[src/rtl/pellet_spawner.sv]
// rtl/pellet_spawner.sv - pellet slot table with retrying random spawn and eat clear
// Optional feature macro: PELLET_DUP_CHECK_EN (reject candidates that land on a live pellet).
module pellet_spawner #(
  parameter  int NUM_PELLETS = 8,
  parameter  int X_W         = 8,
  parameter  int Y_W         = 7,
  parameter  int MAX_TRIES   = 4,
  localparam int IDX_W       = (NUM_PELLETS > 1) ? $clog2(NUM_PELLETS) : 1,
  localparam int CNT_W       = $clog2(NUM_PELLETS + 1)
) (
  input  logic             clock,
  input  logic             reset,
  input  logic [X_W-1:0]   rand_x,
  input  logic [Y_W-1:0]   rand_y,
  output logic [X_W-1:0]   map_x,
  output logic [Y_W-1:0]   map_y,
  input  logic             map_q,
  input  logic             spawn_req,
  output logic             busy,
  output logic             spawn_done,
  output logic             spawn_ok,
  input  logic             eat_valid,
  input  logic [X_W-1:0]   eat_x,
  input  logic [Y_W-1:0]   eat_y,
  input  logic [IDX_W-1:0] rd_idx,
  output logic [X_W-1:0]   rd_x,
  output logic [Y_W-1:0]   rd_y,
  output logic             rd_valid,
  output logic [CNT_W-1:0] pellet_count
);

  localparam int TRY_W = 4;

  typedef enum logic [1:0] {
    S_IDLE   = 2'd0,
    S_CHECK  = 2'd1,
    S_FINISH = 2'd2
  } state_t;

  state_t                 state_q;
  logic [X_W-1:0]         cand_x_q;
  logic [Y_W-1:0]         cand_y_q;
  logic [TRY_W-1:0]       tries_q;
  logic                   busy_q;
  logic                   done_q;
  logic                   ok_q;

  logic [NUM_PELLETS-1:0] valid_q;
  logic [NUM_PELLETS-1:0] valid_d;
  logic [X_W-1:0]         slot_x_q [NUM_PELLETS];
  logic [Y_W-1:0]         slot_y_q [NUM_PELLETS];
  logic [CNT_W-1:0]       count_q;
  logic [CNT_W-1:0]       count_d;

  logic                   has_free;
  logic [IDX_W-1:0]       free_idx;
  logic                   dup;
  logic                   accept;
  logic [NUM_PELLETS-1:0] eat_clear;

  // Free-slot search, duplicate detection and eat matching all look at the
  // pre-eat table, so a write never lands on a slot being cleared.
  always_comb begin
    has_free = 1'b0;
    free_idx = '0;
    for (int i = NUM_PELLETS - 1; i >= 0; i--) begin
      if (!valid_q[i]) begin
        has_free = 1'b1;
        free_idx = IDX_W'(i);
      end
    end

    dup = 1'b0;
`ifdef PELLET_DUP_CHECK_EN
    for (int i = 0; i < NUM_PELLETS; i++) begin
      if (valid_q[i] && slot_x_q[i] == cand_x_q && slot_y_q[i] == cand_y_q) begin
        dup = 1'b1;
      end
    end
`else
    dup = 1'b0;
`endif

    accept = (state_q == S_CHECK) && map_q && !dup && has_free;

    for (int i = 0; i < NUM_PELLETS; i++) begin
      eat_clear[i] = eat_valid && valid_q[i] &&
                     slot_x_q[i] == eat_x && slot_y_q[i] == eat_y;
    end

    valid_d = valid_q & ~eat_clear;
    if (accept) begin
      valid_d[free_idx] = 1'b1;
    end

    count_d = '0;
    for (int i = 0; i < NUM_PELLETS; i++) begin
      count_d = count_d + CNT_W'(valid_d[i]);
    end
  end

  always_ff @(posedge clock) begin
    if (reset) begin
      state_q  <= S_IDLE;
      cand_x_q <= '1;
      cand_y_q <= '1;
      tries_q  <= '0;
      busy_q   <= 1'b0;
      done_q   <= 1'b0;
      ok_q     <= 1'b0;
    end else begin
      done_q <= 1'b0;
      ok_q   <= 1'b0;
      case (state_q)
        S_IDLE: begin
          if (spawn_req) begin
            busy_q <= 1'b1;
            if (has_free) begin
              cand_x_q <= rand_x;
              cand_y_q <= rand_y;
              tries_q  <= TRY_W'(1);
              state_q  <= S_CHECK;
            end else begin
              done_q  <= 1'b1;
              state_q <= S_FINISH;
            end
          end
        end
        S_CHECK: begin
          if (accept) begin
            done_q  <= 1'b1;
            ok_q    <= 1'b1;
            state_q <= S_FINISH;
          end else if (tries_q == TRY_W'(MAX_TRIES)) begin
            done_q  <= 1'b1;
            state_q <= S_FINISH;
          end else begin
            cand_x_q <= rand_x;
            cand_y_q <= rand_y;
            tries_q  <= tries_q + TRY_W'(1);
          end
        end
        S_FINISH: begin
          busy_q  <= 1'b0;
          state_q <= S_IDLE;
        end
        default: begin
          busy_q  <= 1'b0;
          state_q <= S_IDLE;
        end
      endcase
    end
  end

  always_ff @(posedge clock) begin
    if (reset) begin
      valid_q <= '0;
      count_q <= '0;
      for (int i = 0; i < NUM_PELLETS; i++) begin
        slot_x_q[i] <= '1;
        slot_y_q[i] <= '1;
      end
    end else begin
      valid_q <= valid_d;
      count_q <= count_d;
      if (accept) begin
        slot_x_q[free_idx] <= cand_x_q;
        slot_y_q[free_idx] <= cand_y_q;
      end
    end
  end

  assign map_x        = cand_x_q;
  assign map_y        = cand_y_q;
  assign busy         = busy_q;
  assign spawn_done   = done_q;
  assign spawn_ok     = ok_q;
  assign rd_x         = slot_x_q[rd_idx];
  assign rd_y         = slot_y_q[rd_idx];
  assign rd_valid     = valid_q[rd_idx];
  assign pellet_count = count_q;

endmodule

[config.mk]
export PLATFORM = sky130hd
export DESIGN_NAME = pellet_spawner
export DESIGN_NICKNAME = d
export VERILOG_FILES = /design/src/rtl/pellet_spawner.sv
export SDC_FILE = /design/constraint.sdc
export NUM_CORES = 1
export LEC_CHECK = 0
export CAP_MARGIN = 20
export CORE_MARGIN = 1
export CORE_UTILIZATION = 60
export DETAILED_ROUTE_END_ITERATION = 6
export PLACE_DENSITY = 0.83
export RECOVER_POWER = 100
export SYNTH_ARGS = -nofsm -noshare
export SYNTH_HDL_FRONTEND = slang
export SYNTH_SLANG_ARGS = --single-unit
export TNS_END_PERCENT = 10
[constraint.sdc]
create_clock -name clock -period 12.8 [get_ports clock]
set_clock_uncertainty 0.15 [all_clocks]
set_input_delay 2.56 -clock clock [delete_from_list [all_inputs] [get_ports clock]]
set_output_delay 2.56 -clock clock [all_outputs]
set_load 0.05 [all_outputs]
==> qor.json <==
{
  "run_status": "finished, violations left",
  "failed_checks": "capacitance limit, slew limit",
  "syn2layout_area_growth_pct": 16.0,
  "arrival_ns": 5.99,
  "ys_ff_latch": 156,
  "clk_pin_slew_worst_paths_ns": 0.06,
  "dominant_combinational_cell_family_by_area_after_synthesis": "simple AND/OR/NAND/NOR gates",
  "drt_first_pass_iters": 5,
  "start_util_pct": 61.2,
  "synthAdderAreaFrac_pct": 1.69,
  "via_count": 6004,
  "worstHoldStart": "busy",
  "n_fill_cell": 935,
  "fp.dieArea_um2": 14600,
  "netlist.area_leader.share_pct": 42.6,
  "worst-r2r-cell-count": 13,
  "tritoncts": "done",
  "worst_r2r_startpoint": "slot_x_q[1][5]",
  "period_minus_slack_ns": 8.70,
  "crit_path_top_delay_cell": "clkbuf_1",
  "drc": 0,
  "clock-root-buffer": "clkbuf_16",
  "syn-num-nets": 734,
  "p_total_w": 0.00122,
  "whs_path_depth": 2,
  "async_reset_ff_share_pct": 0,
  "critical_path_source_type": "input port",
  "routabilityCongestion": 0.997,
  "grt-ovfl-total": 0,
  "htree_levels": 4,
  "post_synth_main_area_contributors": "edfxtp_1, xnor2_1, dfxtp_1, mux4_2, or2_2",
  "critical-path-max-stage-delay_ns": 1.62,
  "synthFlopType": "edfxtp_1",
  "drt-vias-per-instance": 6.40,
  "finalMaxSlewViolations": 114,
  "power.density_nw_per_um2": 125,
  "cellLeakagePower_nw": 2.77,
  "rows": 43,
  "final_period_utilization_pct": 68.0,
  "yosys_warnings": 0,
  "synth_compound_gate_area_share_pct": 3.46,
  "slew_headroom_pct": -86.3,
  "worst_pin_slew_ns": 2.77,
  "buffer_ports.inserted": 75,
  "synth_simple_gate_area_share_pct": 17.4,
  "avgSynthCellArea_um2": 12.3,
  "post_synth_instance_area_um2": 8460,
  "numClockSinks": 156,
  "setup-tns-final_ns": 0,
  "endpoint_kind_of_the_worst_setup_timing_path": "output pin",
  "timing.hold.ws_ns": 0.359,
  "initialDrtViolationCount": 843,
  "clkLatencyLatePin_ns": 0.43,
  "critical_path_required_ns": 10.09,
  "hold_violations": 0,
  "drt-total-wl_um": 23400,
  "synth_top_area_cell": "edfxtp_1",
  "achievable-frequency_mhz": 115,
  "netlist_instances": 687,
  "timing.critical_path.cells": "clkbuf_1 > mux4_2 > mux2_2 > dlygate4sd3_1",
  "cts_resized": 0,
  "route.antenna.remaining_nets": 0,
  "post_route_cells_drive_above_1_share_pct": 19.8,
  "nets": 792,
  "peakVddDrop_uv": 89.7,
  "yosys.area_share.xor_xnor_pct": 12.7,
  "hpwl_um": 16800,
  "muxShareOfSynthArea_pct": 10.7,
  "antenna_found_initial": 0,
  "ctsHoldBuffers": 0,
  "synthTopCellsByCount": "edfxtp_1, xnor2_1, or2_2",
  "wl_per_cell_um": 24.9,
  "cap_viol_max_count": 6,
  "unrepaired_setup_endpoints_after_global_routing": "no",
  "synthMostInstantiatedCell": "edfxtp_1",
  "ys_seq_area_share_pct": 51.1,
  "yosys.cell_types.count": 48,
  "critPathMaxFanout": 32,
  "global_route_wire_length_before_repair_um": 34600,
  "grt_use_total_pct": 33.8,
  "maximum_number_of_pins_on_one_net_before_global_route_repair": 38,
  "die-width_um": 121,
  "number_of_antenna_diodes": 0,
  "worstSetupPathType": "in -> out",
  "capture_instance_of_the_worst_register_to_register_path": "pellet_count[2]",
  "core_um2": 13800,
  "end_of_the_worst_hold_path": "busy",
  "cts.path.max_buffers": 2,
  "first_global_vias": 5882,
  "boundaryPins": 76,
  "clock_buffers_created_by_tritoncts": 17,
  "height_of_the_chip_um": 121,
  "cts_setup_buffers": 0,
  "number_of_synthesized_flops_with_an_enable_pin": 120,
  "final_setup_viols": 0,
  "setup.reg_to_reg.worst_slack_ns": 8.25,
  "min_path_type": "reg -> reg"
}
through the flow:
stage	std cells	instance area, um2	setup slack, ns	utilization, %
after detailed placement	906	9280	5.10	67.1
after global placement	906	9280	5.19	67.1
after CTS	938	9870	5.11	71.4
final	938	9810	4.10	70.9
after global routing	938	9810	3.92	70.9
after floorplan	687	8460	6.06	-
logic make-up after synthesis:
family / Yosys count
buffers and inverters: 55
adder cells (fa/ha/maj): 9
XOR/XNOR: 123
multiplexers: 48
AND/OR/NAND/NOR: 248
flip-flops: 156
AO/OA/AOI/OAI: 48
registers in the layout, summed over array words and instances, names as in the netlist:
name / flops
spawn_ok: 1
tries_q: 4
slot_y_q: 56
state_q: 2
busy: 1
pellet_count: 4
valid_q: 8
spawn_done: 1
slot_x_q: 64
map_y: 7
map_x: 8
worst max-delay path, delay by kind of cell:
family	cells	cell delay (ns)
buffers and inverters	2	2.40
muxes	2	1.00
worst max-delay path by stage:
stage                         start      end  slack [ns]
after global routing      rd_idx[1]  rd_y[2]        3.92
after CTS                 rd_idx[0]  rd_y[2]        5.11
after global placement    rd_idx[0]  rd_x[1]        5.19
after floorplan           rd_idx[1]  rd_x[4]        6.06
final                     rd_idx[1]  rd_y[2]        4.10
after detailed placement  rd_idx[0]  rd_y[2]        5.10
cell usage in the layout, fill, tap and decap left out, drive strengths merged, types with 10 or more instances in the layout:
cell type        n
xnor2          102
nand3           10
nand4           28
o21ai           13
clkbuf          28
dfxtp           36
clkdlybuf4s50   32
mux2            16
edfxtp         120
dlygate4sd3     41
nor2            11
mux4            32
xor2            21
or2             61
inv             15
nor4            10
nand2           41
a21oi           21
nand2b          54
cell type report:
| type | count | area, um2 | share of cell area [%] |
|---|---|---|---|
| inverter | 11 | 41.3 | 0.421 |
| tap | 180 | 225 | 2.30 |
| sequential | 156 | 4320 | 44.1 |
| clock inverter | 13 | 133 | 1.35 |
| clock buffer | 19 | 454 | 4.63 |
| timing repair buffer | 83 | 769 | 7.85 |
| multi-input combinational | 476 | 3860 | 39.4 |
layer usage:
layer  share of wire, %  vias up  GRT usage [%]
met5                  0        -              0
met4                5.0        0           21.4
met3                 10       86           8.21
met2                 46      397           50.1
met1                 39     2966           44.8
li1                   -     2555              -
where the power goes:
| part | switching [W] | internal, W |
|---|---|---|
| sequential | 0.0000214 | 0.000557 |
| combinational | 0.0000915 | 0.0000577 |
| clock | 0.000212 | 0.000283 |
| total | 0.000325 | 0.000898 |
(Power assumes the default switching activity.)
